<file path="src/rtl/branch_checkpoint_manager_pkg.sv">
// Shared sizing macros, types and helpers for the branch checkpoint table.
// Latency: n/a (definitions only).
// Backpressure: n/a (definitions only).
`ifndef BRANCH_CKPT_DEFS_SVH
`define BRANCH_CKPT_DEFS_SVH
`define BRANCH_NUM             4
`define BRANCH_NUM_INDEX       2
`define REG_NUM                32
`define PHYS_REG_NUM_INDEX     6
`define ACTIVE_LIST_SIZE_INDEX 5
`endif

package branch_checkpoint_manager_pkg;

    localparam int BRANCH_NUM = `BRANCH_NUM;

    // Delay-slot tracking FSM: after a branch is checkpointed we wait for its
    // delay slot to be renamed so the snapshot can be refreshed.
    typedef enum logic [0:0] {
        IDLE       = 1'b0,
        DS_PENDING = 1'b1
    } ds_state_t;

    typedef logic [`BRANCH_NUM_INDEX-1:0] bidx_t;

    // Checkpoint slot pointer increment with wrap at the table size.
    function automatic bidx_t next_ptr(input bidx_t p);
        if (p == bidx_t'(BRANCH_NUM - 1)) begin
            return '0;
        end
        return p + 1'b1;
    endfunction

endpackage

</file>
<file path="src/rtl/branch_checkpoint_manager_ifc.sv">
// Hazard and checkpoint-state bundles exchanged with rename/recovery logic.
// Latency: n/a (wiring only).
// Backpressure: n/a (wiring only).

interface hazard_signals_ifc;
    logic branch_miss;
    modport in  (input  branch_miss);
    modport out (output branch_miss);
endinterface

interface branch_state_ifc;
    import branch_checkpoint_manager_pkg::*;
    logic [`BRANCH_NUM-1:0]                                           valid;
    logic [`BRANCH_NUM-1:0]                                           ds_valid;
    logic [`BRANCH_NUM_INDEX-1:0]                                     write_pointer;
    logic [`BRANCH_NUM_INDEX-1:0]                                     last_idx;
    ds_state_t                                                        state;
    logic [`BRANCH_NUM-1:0][`ACTIVE_LIST_SIZE_INDEX-1:0]              branch_id;
    logic [`BRANCH_NUM-1:0][`PHYS_REG_NUM_INDEX-1:0]                  free_head_pointer;
    logic [`BRANCH_NUM-1:0][`REG_NUM-1:0][`PHYS_REG_NUM_INDEX-1:0]    rename_buffer;

    // Recovery only needs the surviving valid vector and the write pointer.
    modport in  (input  valid, input write_pointer);
    modport out (output valid, output ds_valid, output write_pointer, output last_idx,
                 output state, output branch_id, output free_head_pointer,
                 output rename_buffer);
endinterface

</file>
<file path="src/rtl/branch_checkpoint_manager_stats.sv">
// Saturating event counters for checkpoint allocation, misses and full stalls.
// Latency: 1 cycle from event to count update.
// Backpressure: none; counters hold at all ones instead of wrapping.
`ifdef BRANCH_CKPT_STATS_EN

module branch_ckpt_sat_cnt (
    input  logic        clk,
    input  logic        rst_n,
    input  logic        inc_i,
    output logic [31:0] cnt_o
);
    logic [31:0] cnt_q;
    logic [31:0] cnt_d;

    // Increment unless already saturated.
    always_comb begin
        cnt_d = cnt_q;
        if (inc_i && (cnt_q != '1)) begin
            cnt_d = cnt_q + 32'd1;
        end
    end

    // Counter register with synchronous clear.
    always_ff @(posedge clk) begin
        if (!rst_n) begin
            cnt_q <= '0;
        end else begin
            cnt_q <= cnt_d;
        end
    end

    assign cnt_o = cnt_q;
endmodule

module branch_ckpt_stats (
    input  logic        clk,
    input  logic        rst_n,
    input  logic        alloc_evt_i,
    input  logic        miss_evt_i,
    input  logic        stall_evt_i,
    output logic [31:0] alloc_cnt_o,
    output logic [31:0] miss_cnt_o,
    output logic [31:0] stall_cnt_o
);
    branch_ckpt_sat_cnt u_alloc_cnt (.clk(clk), .rst_n(rst_n), .inc_i(alloc_evt_i), .cnt_o(alloc_cnt_o));
    branch_ckpt_sat_cnt u_miss_cnt  (.clk(clk), .rst_n(rst_n), .inc_i(miss_evt_i),  .cnt_o(miss_cnt_o));
    branch_ckpt_sat_cnt u_stall_cnt (.clk(clk), .rst_n(rst_n), .inc_i(stall_evt_i), .cnt_o(stall_cnt_o));
endmodule

`endif

</file>
<file path="src/rtl/branch_checkpoint_manager.sv">
// Branch checkpoint table: snapshots rename state per in-flight branch, refreshed after the delay slot.
// Latency: 1-cycle write; all outputs come straight from registers. Optional stats via BRANCH_CKPT_STATS_EN.
// Backpressure: ckpt_full (slot at write_pointer still valid) stalls new branches at rename.

module branch_checkpoint_manager
    import branch_checkpoint_manager_pkg::*;
(
    input  logic                                                   clk,
    input  logic                                                   rst_n,
    input  logic                                                   alloc_valid,
    input  logic [`ACTIVE_LIST_SIZE_INDEX-1:0]                     alloc_branch_id,
    input  logic [`PHYS_REG_NUM_INDEX-1:0]                         snap_free_head_pointer,
    input  logic [`REG_NUM-1:0][`PHYS_REG_NUM_INDEX-1:0]           snap_rename_buffer,
    input  logic                                                   ds_valid_in,
    input  logic                                                   resolve_valid,
    input  logic [`ACTIVE_LIST_SIZE_INDEX-1:0]                     resolve_branch_id,
    hazard_signals_ifc.in                                          hazard_signal_in,
    branch_state_ifc.in                                            misprediction_branch_state,
    branch_state_ifc.out                                           curr_branch_state,
    output logic                                                   ckpt_full
`ifdef BRANCH_CKPT_STATS_EN
    ,
    output logic [31:0]                                            stat_alloc_count,
    output logic [31:0]                                            stat_miss_count,
    output logic [31:0]                                            stat_full_stall_count
`endif
);

    logic [`BRANCH_NUM-1:0]                                        valid_q, valid_d;
    logic [`BRANCH_NUM-1:0]                                        ds_valid_q, ds_valid_d;
    bidx_t                                                         wp_q, wp_d;
    bidx_t                                                         last_idx_q, last_idx_d;
    ds_state_t                                                     state_q, state_d;
    logic [`BRANCH_NUM-1:0][`ACTIVE_LIST_SIZE_INDEX-1:0]           branch_id_q, branch_id_d;
    logic [`BRANCH_NUM-1:0][`PHYS_REG_NUM_INDEX-1:0]               fhp_q, fhp_d;
    logic [`BRANCH_NUM-1:0][`REG_NUM-1:0][`PHYS_REG_NUM_INDEX-1:0] rb_q, rb_d;

    logic branch_miss;
    logic alloc_fire;
    logic ds_fire;

    assign branch_miss = hazard_signal_in.branch_miss;
    assign ckpt_full   = valid_q[wp_q];

    // A miss cycle discards both allocation and delay-slot refresh.
    assign alloc_fire = alloc_valid && !ckpt_full && !branch_miss && (state_q == IDLE);
    assign ds_fire    = ds_valid_in && !branch_miss && (state_q == DS_PENDING);

    // Delay-slot FSM next state; a miss always returns to IDLE.
    always_comb begin
        state_d = state_q;
        if (branch_miss) begin
            state_d = IDLE;
        end else begin
            case (state_q)
                IDLE:       if (alloc_fire) state_d = DS_PENDING;
                DS_PENDING: if (ds_valid_in) state_d = IDLE;
                default:    state_d = IDLE;
            endcase
        end
    end

    // Table next state: recovery base, then resolve clears, then new allocation / DS refresh.
    always_comb begin
        valid_d     = valid_q;
        ds_valid_d  = ds_valid_q;
        wp_d        = wp_q;
        last_idx_d  = last_idx_q;
        branch_id_d = branch_id_q;
        fhp_d       = fhp_q;
        rb_d        = rb_q;

        if (branch_miss) begin
            valid_d = misprediction_branch_state.valid;
            wp_d    = misprediction_branch_state.write_pointer;
        end

        // Clearing a slot that is already invalid is harmless; allocation below wins its slot.
        if (resolve_valid) begin
            for (int i = 0; i < BRANCH_NUM; i++) begin
                if (branch_id_q[i] == resolve_branch_id) begin
                    valid_d[i] = 1'b0;
                end
            end
        end

        if (alloc_fire) begin
            branch_id_d[wp_q] = alloc_branch_id;
            fhp_d[wp_q]       = snap_free_head_pointer;
            rb_d[wp_q]        = snap_rename_buffer;
            valid_d[wp_q]     = 1'b1;
            ds_valid_d[wp_q]  = 1'b0;
            wp_d              = next_ptr(wp_q);
            last_idx_d        = wp_q;
        end

        if (ds_fire) begin
            fhp_d[last_idx_q]      = snap_free_head_pointer;
            rb_d[last_idx_q]       = snap_rename_buffer;
            ds_valid_d[last_idx_q] = 1'b1;
        end
    end

    // FSM state register.
    always_ff @(posedge clk) begin
        if (!rst_n) begin
            state_q <= IDLE;
        end else begin
            state_q <= state_d;
        end
    end

    // Checkpoint table registers.
    always_ff @(posedge clk) begin
        if (!rst_n) begin
            valid_q     <= '0;
            ds_valid_q  <= '0;
            wp_q        <= '0;
            last_idx_q  <= '0;
            branch_id_q <= '0;
            fhp_q       <= '0;
            rb_q        <= '0;
        end else begin
            valid_q     <= valid_d;
            ds_valid_q  <= ds_valid_d;
            wp_q        <= wp_d;
            last_idx_q  <= last_idx_d;
            branch_id_q <= branch_id_d;
            fhp_q       <= fhp_d;
            rb_q        <= rb_d;
        end
    end

    assign curr_branch_state.valid             = valid_q;
    assign curr_branch_state.ds_valid          = ds_valid_q;
    assign curr_branch_state.write_pointer     = wp_q;
    assign curr_branch_state.last_idx          = last_idx_q;
    assign curr_branch_state.state             = state_q;
    assign curr_branch_state.branch_id         = branch_id_q;
    assign curr_branch_state.free_head_pointer = fhp_q;
    assign curr_branch_state.rename_buffer     = rb_q;

    // A branch inside a delay slot is illegal; miss cycles drop the request anyway.
    a_no_alloc_in_ds: assert property (@(posedge clk) disable iff (!rst_n)
        !(alloc_valid && (state_q == DS_PENDING) && !branch_miss));

`ifdef BRANCH_CKPT_STATS_EN
    branch_ckpt_stats u_stats (
        .clk         (clk),
        .rst_n       (rst_n),
        .alloc_evt_i (alloc_fire),
        .miss_evt_i  (branch_miss),
        .stall_evt_i (alloc_valid && ckpt_full),
        .alloc_cnt_o (stat_alloc_count),
        .miss_cnt_o  (stat_miss_count),
        .stall_cnt_o (stat_full_stall_count)
    );
`endif

endmodule
</file>
<file path="src/flat_wrapper.sv">
// flat-port wrapper written by rule: the top's interface ports become plain ports
module branch_checkpoint_manager_flat import branch_checkpoint_manager_pkg::*;
  (clk, rst_n, alloc_valid, alloc_branch_id, snap_free_head_pointer, snap_rename_buffer, ds_valid_in, resolve_valid, resolve_branch_id, ckpt_full, hazard_signal_in_branch_miss, misprediction_branch_state_valid, misprediction_branch_state_write_pointer, curr_branch_state_valid, curr_branch_state_ds_valid, curr_branch_state_write_pointer, curr_branch_state_last_idx, curr_branch_state_state, curr_branch_state_branch_id, curr_branch_state_free_head_pointer, curr_branch_state_rename_buffer);
  hazard_signals_ifc hazard_signal_in_i ();
  branch_state_ifc misprediction_branch_state_i ();
  branch_state_ifc curr_branch_state_i ();
  input  logic clk;
  input  logic rst_n;
  input  logic alloc_valid;
  input  logic [`ACTIVE_LIST_SIZE_INDEX-1:0] alloc_branch_id;
  input  logic [`PHYS_REG_NUM_INDEX-1:0] snap_free_head_pointer;
  input  logic [`REG_NUM-1:0][`PHYS_REG_NUM_INDEX-1:0] snap_rename_buffer;
  input  logic ds_valid_in;
  input  logic resolve_valid;
  input  logic [`ACTIVE_LIST_SIZE_INDEX-1:0] resolve_branch_id;
  output logic ckpt_full;
  input wire logic [$bits(hazard_signal_in_i.branch_miss)-1:0] hazard_signal_in_branch_miss;
  input wire logic [$bits(misprediction_branch_state_i.valid)-1:0] misprediction_branch_state_valid;
  input wire logic [$bits(misprediction_branch_state_i.write_pointer)-1:0] misprediction_branch_state_write_pointer;
  output wire logic [$bits(curr_branch_state_i.valid)-1:0] curr_branch_state_valid;
  output wire logic [$bits(curr_branch_state_i.ds_valid)-1:0] curr_branch_state_ds_valid;
  output wire logic [$bits(curr_branch_state_i.write_pointer)-1:0] curr_branch_state_write_pointer;
  output wire logic [$bits(curr_branch_state_i.last_idx)-1:0] curr_branch_state_last_idx;
  output wire logic [$bits(curr_branch_state_i.state)-1:0] curr_branch_state_state;
  output wire logic [$bits(curr_branch_state_i.branch_id)-1:0] curr_branch_state_branch_id;
  output wire logic [$bits(curr_branch_state_i.free_head_pointer)-1:0] curr_branch_state_free_head_pointer;
  output wire logic [$bits(curr_branch_state_i.rename_buffer)-1:0] curr_branch_state_rename_buffer;
  assign hazard_signal_in_i.branch_miss = hazard_signal_in_branch_miss;
  assign misprediction_branch_state_i.valid = misprediction_branch_state_valid;
  assign misprediction_branch_state_i.write_pointer = misprediction_branch_state_write_pointer;
  assign curr_branch_state_valid = curr_branch_state_i.valid;
  assign curr_branch_state_ds_valid = curr_branch_state_i.ds_valid;
  assign curr_branch_state_write_pointer = curr_branch_state_i.write_pointer;
  assign curr_branch_state_last_idx = curr_branch_state_i.last_idx;
  assign curr_branch_state_state = curr_branch_state_i.state;
  assign curr_branch_state_branch_id = curr_branch_state_i.branch_id;
  assign curr_branch_state_free_head_pointer = curr_branch_state_i.free_head_pointer;
  assign curr_branch_state_rename_buffer = curr_branch_state_i.rename_buffer;
  branch_checkpoint_manager u_core (.clk(clk), .rst_n(rst_n), .alloc_valid(alloc_valid), .alloc_branch_id(alloc_branch_id), .snap_free_head_pointer(snap_free_head_pointer), .snap_rename_buffer(snap_rename_buffer), .ds_valid_in(ds_valid_in), .resolve_valid(resolve_valid), .resolve_branch_id(resolve_branch_id), .hazard_signal_in(hazard_signal_in_i), .misprediction_branch_state(misprediction_branch_state_i), .curr_branch_state(curr_branch_state_i), .ckpt_full(ckpt_full));
endmodule
</file>
<file path="config.mk">
export PLATFORM = sky130hd
export DESIGN_NAME = branch_checkpoint_manager_flat
export DESIGN_NICKNAME = d
export VERILOG_FILES = /design/src/rtl/branch_checkpoint_manager_pkg.sv /design/src/rtl/branch_checkpoint_manager_ifc.sv /design/src/rtl/branch_checkpoint_manager_stats.sv /design/src/rtl/branch_checkpoint_manager.sv /design/src/flat_wrapper.sv
export SDC_FILE = /design/constraint.sdc
export NUM_CORES = 2
export LEC_CHECK = 0
export ABC_CLOCK_PERIOD_IN_PS = 4450
export CAP_MARGIN = 20
export CORE_AREA = 2 2 405 407
export DETAILED_ROUTE_END_ITERATION = 8
export DIE_AREA = 0 0 407 409
export HOLD_SLACK_MARGIN = 0.15
export PLACE_DENSITY_LB_ADDON = 0.12
export SLEW_MARGIN = 20
export SYNTH_ARGS = -nofsm -noshare
export SYNTH_HDL_FRONTEND = slang
export SYNTH_SLANG_ARGS = --single-unit
</file>
<file path="constraint.sdc">
create_clock -name clk -period 4.45 [get_ports clk]
set_input_delay 1.335 -clock clk [delete_from_list [all_inputs] [get_ports clk]]
set_output_delay 1.335 -clock clk [all_outputs]
set_load 0.01 [all_outputs]
</file>
==> results.json <==
{
  "overflow": 0,
  "worst_hold_path.num_cells": 2,
  "ys_seq_elements": 825,
  "number_of_nets_at_the_end_of_the_flow": 7108,
  "final_min_period_over_clock_period_pct": 97.1,
  "tns_ns": 0,
  "cts.root.buffer_cell": "sky130_fd_sc_hd__clkbuf_16",
  "finalWeightedCongestion": 0.884,
  "ys_top_cells_by_area": "sky130_fd_sc_hd__dfxtp_1 (34%), sky130_fd_sc_hd__nand4_1 (18%), sky130_fd_sc_hd__a21oi_1 (8.1%)",
  "tritoncts.num_buffers": 107,
  "power.static_leakage_nw": 21.2,
  "vdd_ir_drop_max_v": 0.000280,
  "cts_post_setup_buffers_inserted": 0,
  "die_area_sq_um": 166000,
  "top_level_ports": 1046,
  "port_buffers": 1045,
  "finish.utilization_pct": 40.1,
  "routed_via_density": 6.39,
  "synth_edf_count": 0,
  "pin_count_of_the_biggest_net_entering_global_routing": 200,
  "share_of_post_route_cells_with_drive_strength_above_1_pct": 5.98,
  "pre_cts_slack_ns": 0.430,
  "min_clock_period_post_route_ns": 4.32,
  "postSynthAreaPerCell_sq_um": 7.58,
  "power_frac_comb_pct": 21.2,
  "grt_antenna_before_repair": 26,
  "firstDrtPassIters": 6,
  "number_of_hold_repair_buffers_added_at_the_cts_stage": 0,
  "crit_fanout": 8,
  "worst_path_largest_cell_delay_ns": 0.72,
  "critPathMostFrequentCell": "sky130_fd_sc_hd__mux2i_1",
  "gr-usage-all-layers_pct": 28.3,
  "fmaxAchievable_mhz": 231,
  "timing.final.max_slew_violations": 0,
  "area_growth_syn_to_layout_pct": 32.3,
  "maxCapViolCount": 0,
  "report.final.hold_viol_count": 0,
  "timing.slew.headroom_pct": 17.4,
  "xor_xnor_portion_of_the_synthesized_cell_area_pct": 0.356,
  "mappedNetlistArea_sq_um": 49200,
  "timing.setup.critical_path_class": "flip-flop to output pin",
  "timing.clock.skew_ns": 0.0476,
  "power.density_nw_per_um2": 351,
  "initialDrtViolationCount": 5956,
  "worstSetupEndpointType": "output pin",
  "switching_share_pct": 32.4,
  "grt_pass1_vias": 51800,
  "whs_ns": 0.491,
  "hold_removal_path_class": "flip-flop to flip-flop",
  "synthAdderAreaFrac_pct": 0.102,
  "post_cts.resized_instances": 0,
  "async_reset_ff_share_pct": 0,
  "setup-violations-final": 0,
  "power.clock.fraction_pct": 41.2,
  "instances_no_fill": 9170,
  "cts_tree": "built",
  "timing.reg2reg.worst_path_depth": 6,
  "final_critical_path_setup_slack_ns": 0.130,
  "num_vias": 58600,
  "post-synth-top-area-fraction_pct": 33.6,
  "cp_data_required_time_ns": 3.12,
  "synth_nets": 6713,
  "synthDominantAreaCellType": "sky130_fd_sc_hd__dfxtp_1",
  "outcome": "complete, no violations",
  "initial_core_util_pct": 30.3,
  "ant_nets": 0,
  "synthDistinctLibCells": 45,
  "cp_slowest_cell": "sky130_fd_sc_hd__dfxtp_1",
  "internal_power_mw": 15.4,
  "routed_wirelength_um": 252000,
  "wl_per_cell_um": 27.4,
  "clock_sink_count": 825,
  "yosysWarnings": 0,
  "numPlacedInstances": 8950,
  "grt_setup_unrepaired": "no",
  "grt_pass1_wl_um": 364000,
  "row_count": 148,
  "dieHeight_um": 409,
  "postSynth.topFlopCell": "sky130_fd_sc_hd__dfxtp_1",
  "reg_power_share_pct": 37.7,
  "worst_skew_pair.late_latency_ns": 0.73,
  "clockBufferDepth": 3,
  "most_common_cell_after_layout_fill_and_taps_aside": "sky130_fd_sc_hd__nand4_1",
  "clk_pin_slew_ns": 0.06,
  "worst_ep_arrival_time_ns": 2.99,
  "core_area_sq_um": 162000,
  "detail_route.drc_violations": 0,
  "share_of_synthesized_area_occupied_by_flip_flops_and_latches_pct": 33.6,
  "tightestPinTransition_ns": 1.24,
  "crit_path_cell_trace": "mux2i_1 -> buf_4 -> mux2i_1 -> clkdlybuf4s50_1",
  "synthMuxAreaShare_pct": 0.550,
  "startpoint_class_of_the_critical_path": "flip-flop",
  "chipWidth_um": 407,
  "largest_family_of_logic_cells_by_synthesized_area": "simple AND/OR/NAND/NOR gates",
  "netlist_instances": 6489,
  "net-switching-power_mw": 7.39,
  "synth_compound_area_share_pct": 24.6,
  "synth-simple-area-share_pct": 30.9,
  "cts-htree-levels": 3,
  "most-common-layout-cells": "sky130_fd_sc_hd__nand4_1 (1380), sky130_fd_sc_hd__clkdlybuf4s50_1 (1044), sky130_fd_sc_hd__dfxtp_1 (824)",
  "dp_hpwl_um": 167000
}
## worst paths after layout
kind	start	end	slack, ns
worst max-delay path	u_core.curr_branch_state.write_pointer[0]$_SDFFE_PN0P_	ckpt_full	0.13
worst min register to register	u_core.curr_branch_state.ds_valid[2]$_SDFF_PN0_	u_core.curr_branch_state.ds_valid[2]$_SDFF_PN0_	0.49
worst max register to register	u_core.curr_branch_state.write_pointer[0]$_SDFFE_PN0P_	u_core.curr_branch_state.free_head_pointer[14]$_SDFF_PN0_	1.50
worst min-delay path	u_core.curr_branch_state.ds_valid[2]$_SDFF_PN0_	u_core.curr_branch_state.ds_valid[2]$_SDFF_PN0_	0.49
## cells in the mapped netlist, drive strengths merged, types with 11 or more instances
library cell  number
clkbuf           744
nand2            627
a21oi            793
o21ai            201
o311ai           198
a21boi            11
xor2              16
buf              229
o2111ai          394
nand3b           396
nand4           1380
dfxtp            825
nand3            201
a221oi           198
mux2i             27
inv              203
## flip-flops by register name (all words and copies together) (netlist names)
| register | flops |
|---|---|
| u_core.curr_branch_state.branch_id | 20 |
| u_core.curr_branch_state.ds_valid | 4 |
| u_core.curr_branch_state.free_head_pointer | 24 |
| u_core.curr_branch_state.last_idx | 2 |
| u_core.curr_branch_state.rename_buffer | 768 |
| u_core.curr_branch_state.state | 1 |
| u_core.curr_branch_state.valid | 4 |
| u_core.curr_branch_state.write_pointer | 2 |
## power groups by stage
stage / Clock (mW) / Combinational (mW) / Sequential (mW)
floorplan: 0 / 1.99 / 8.72
global placement: 0 / 4.74 / 8.70
detailed placement: 0 / 4.79 / 8.72
CTS: 9.55 / 4.81 / 8.57
global route: 9.84 / 5.12 / 8.63
finish: 9.38 / 4.82 / 8.58
## critical path, delay by kind of cell (launching register included)
| family | cells | cell delay (ns) |
|---|---|---|
| buffers and inverters | 2 | 0.87 |
| flip-flops | 1 | 0.72 |
| multiplexers | 2 | 0.67 |
## cells by family after synthesis
family	after synthesis
DFF	825
and+or+nand+nor	2631
xor gates and xnor gates	20
buffers and inverters	1176
adders and majority gates	4
AOI/OAI and AO/OA	1806
muxes	27
## final cells by class
type | count | area [sq um]
multi-input combinational | 4488 | 27800
sequential | 825 | 16500
fill | 16300 | 97000
clock buffer | 170 | 3360
inverter | 203 | 777
antenna | 20 | 50.0
clock inverter | 30 | 414
timing repair buffer | 1259 | 13300
tap | 2175 | 2720
## per-stage QoR
stage / instance area (sq um) / total power [mW]
finish: 65000 / 22.8
detailed placement: 61200 / 13.5
CTS: 65000 / 22.9
floorplan: 49200 / 10.7
global placement: 61200 / 13.4
global route: 65000 / 23.6
## layer usage
layer | global-route usage, % | share of wire, % | up-vias
li1 | - | - | 26400
met1 | 38.2 | 43 | 29100
met2 | 43.0 | 45 | 2704
met3 | 6.09 | 8.7 | 372
met4 | 12.3 | 4.2 | 12
met5 | 0 | 0.037 | -
Note: power is estimated with default switching activity, not from simulation.
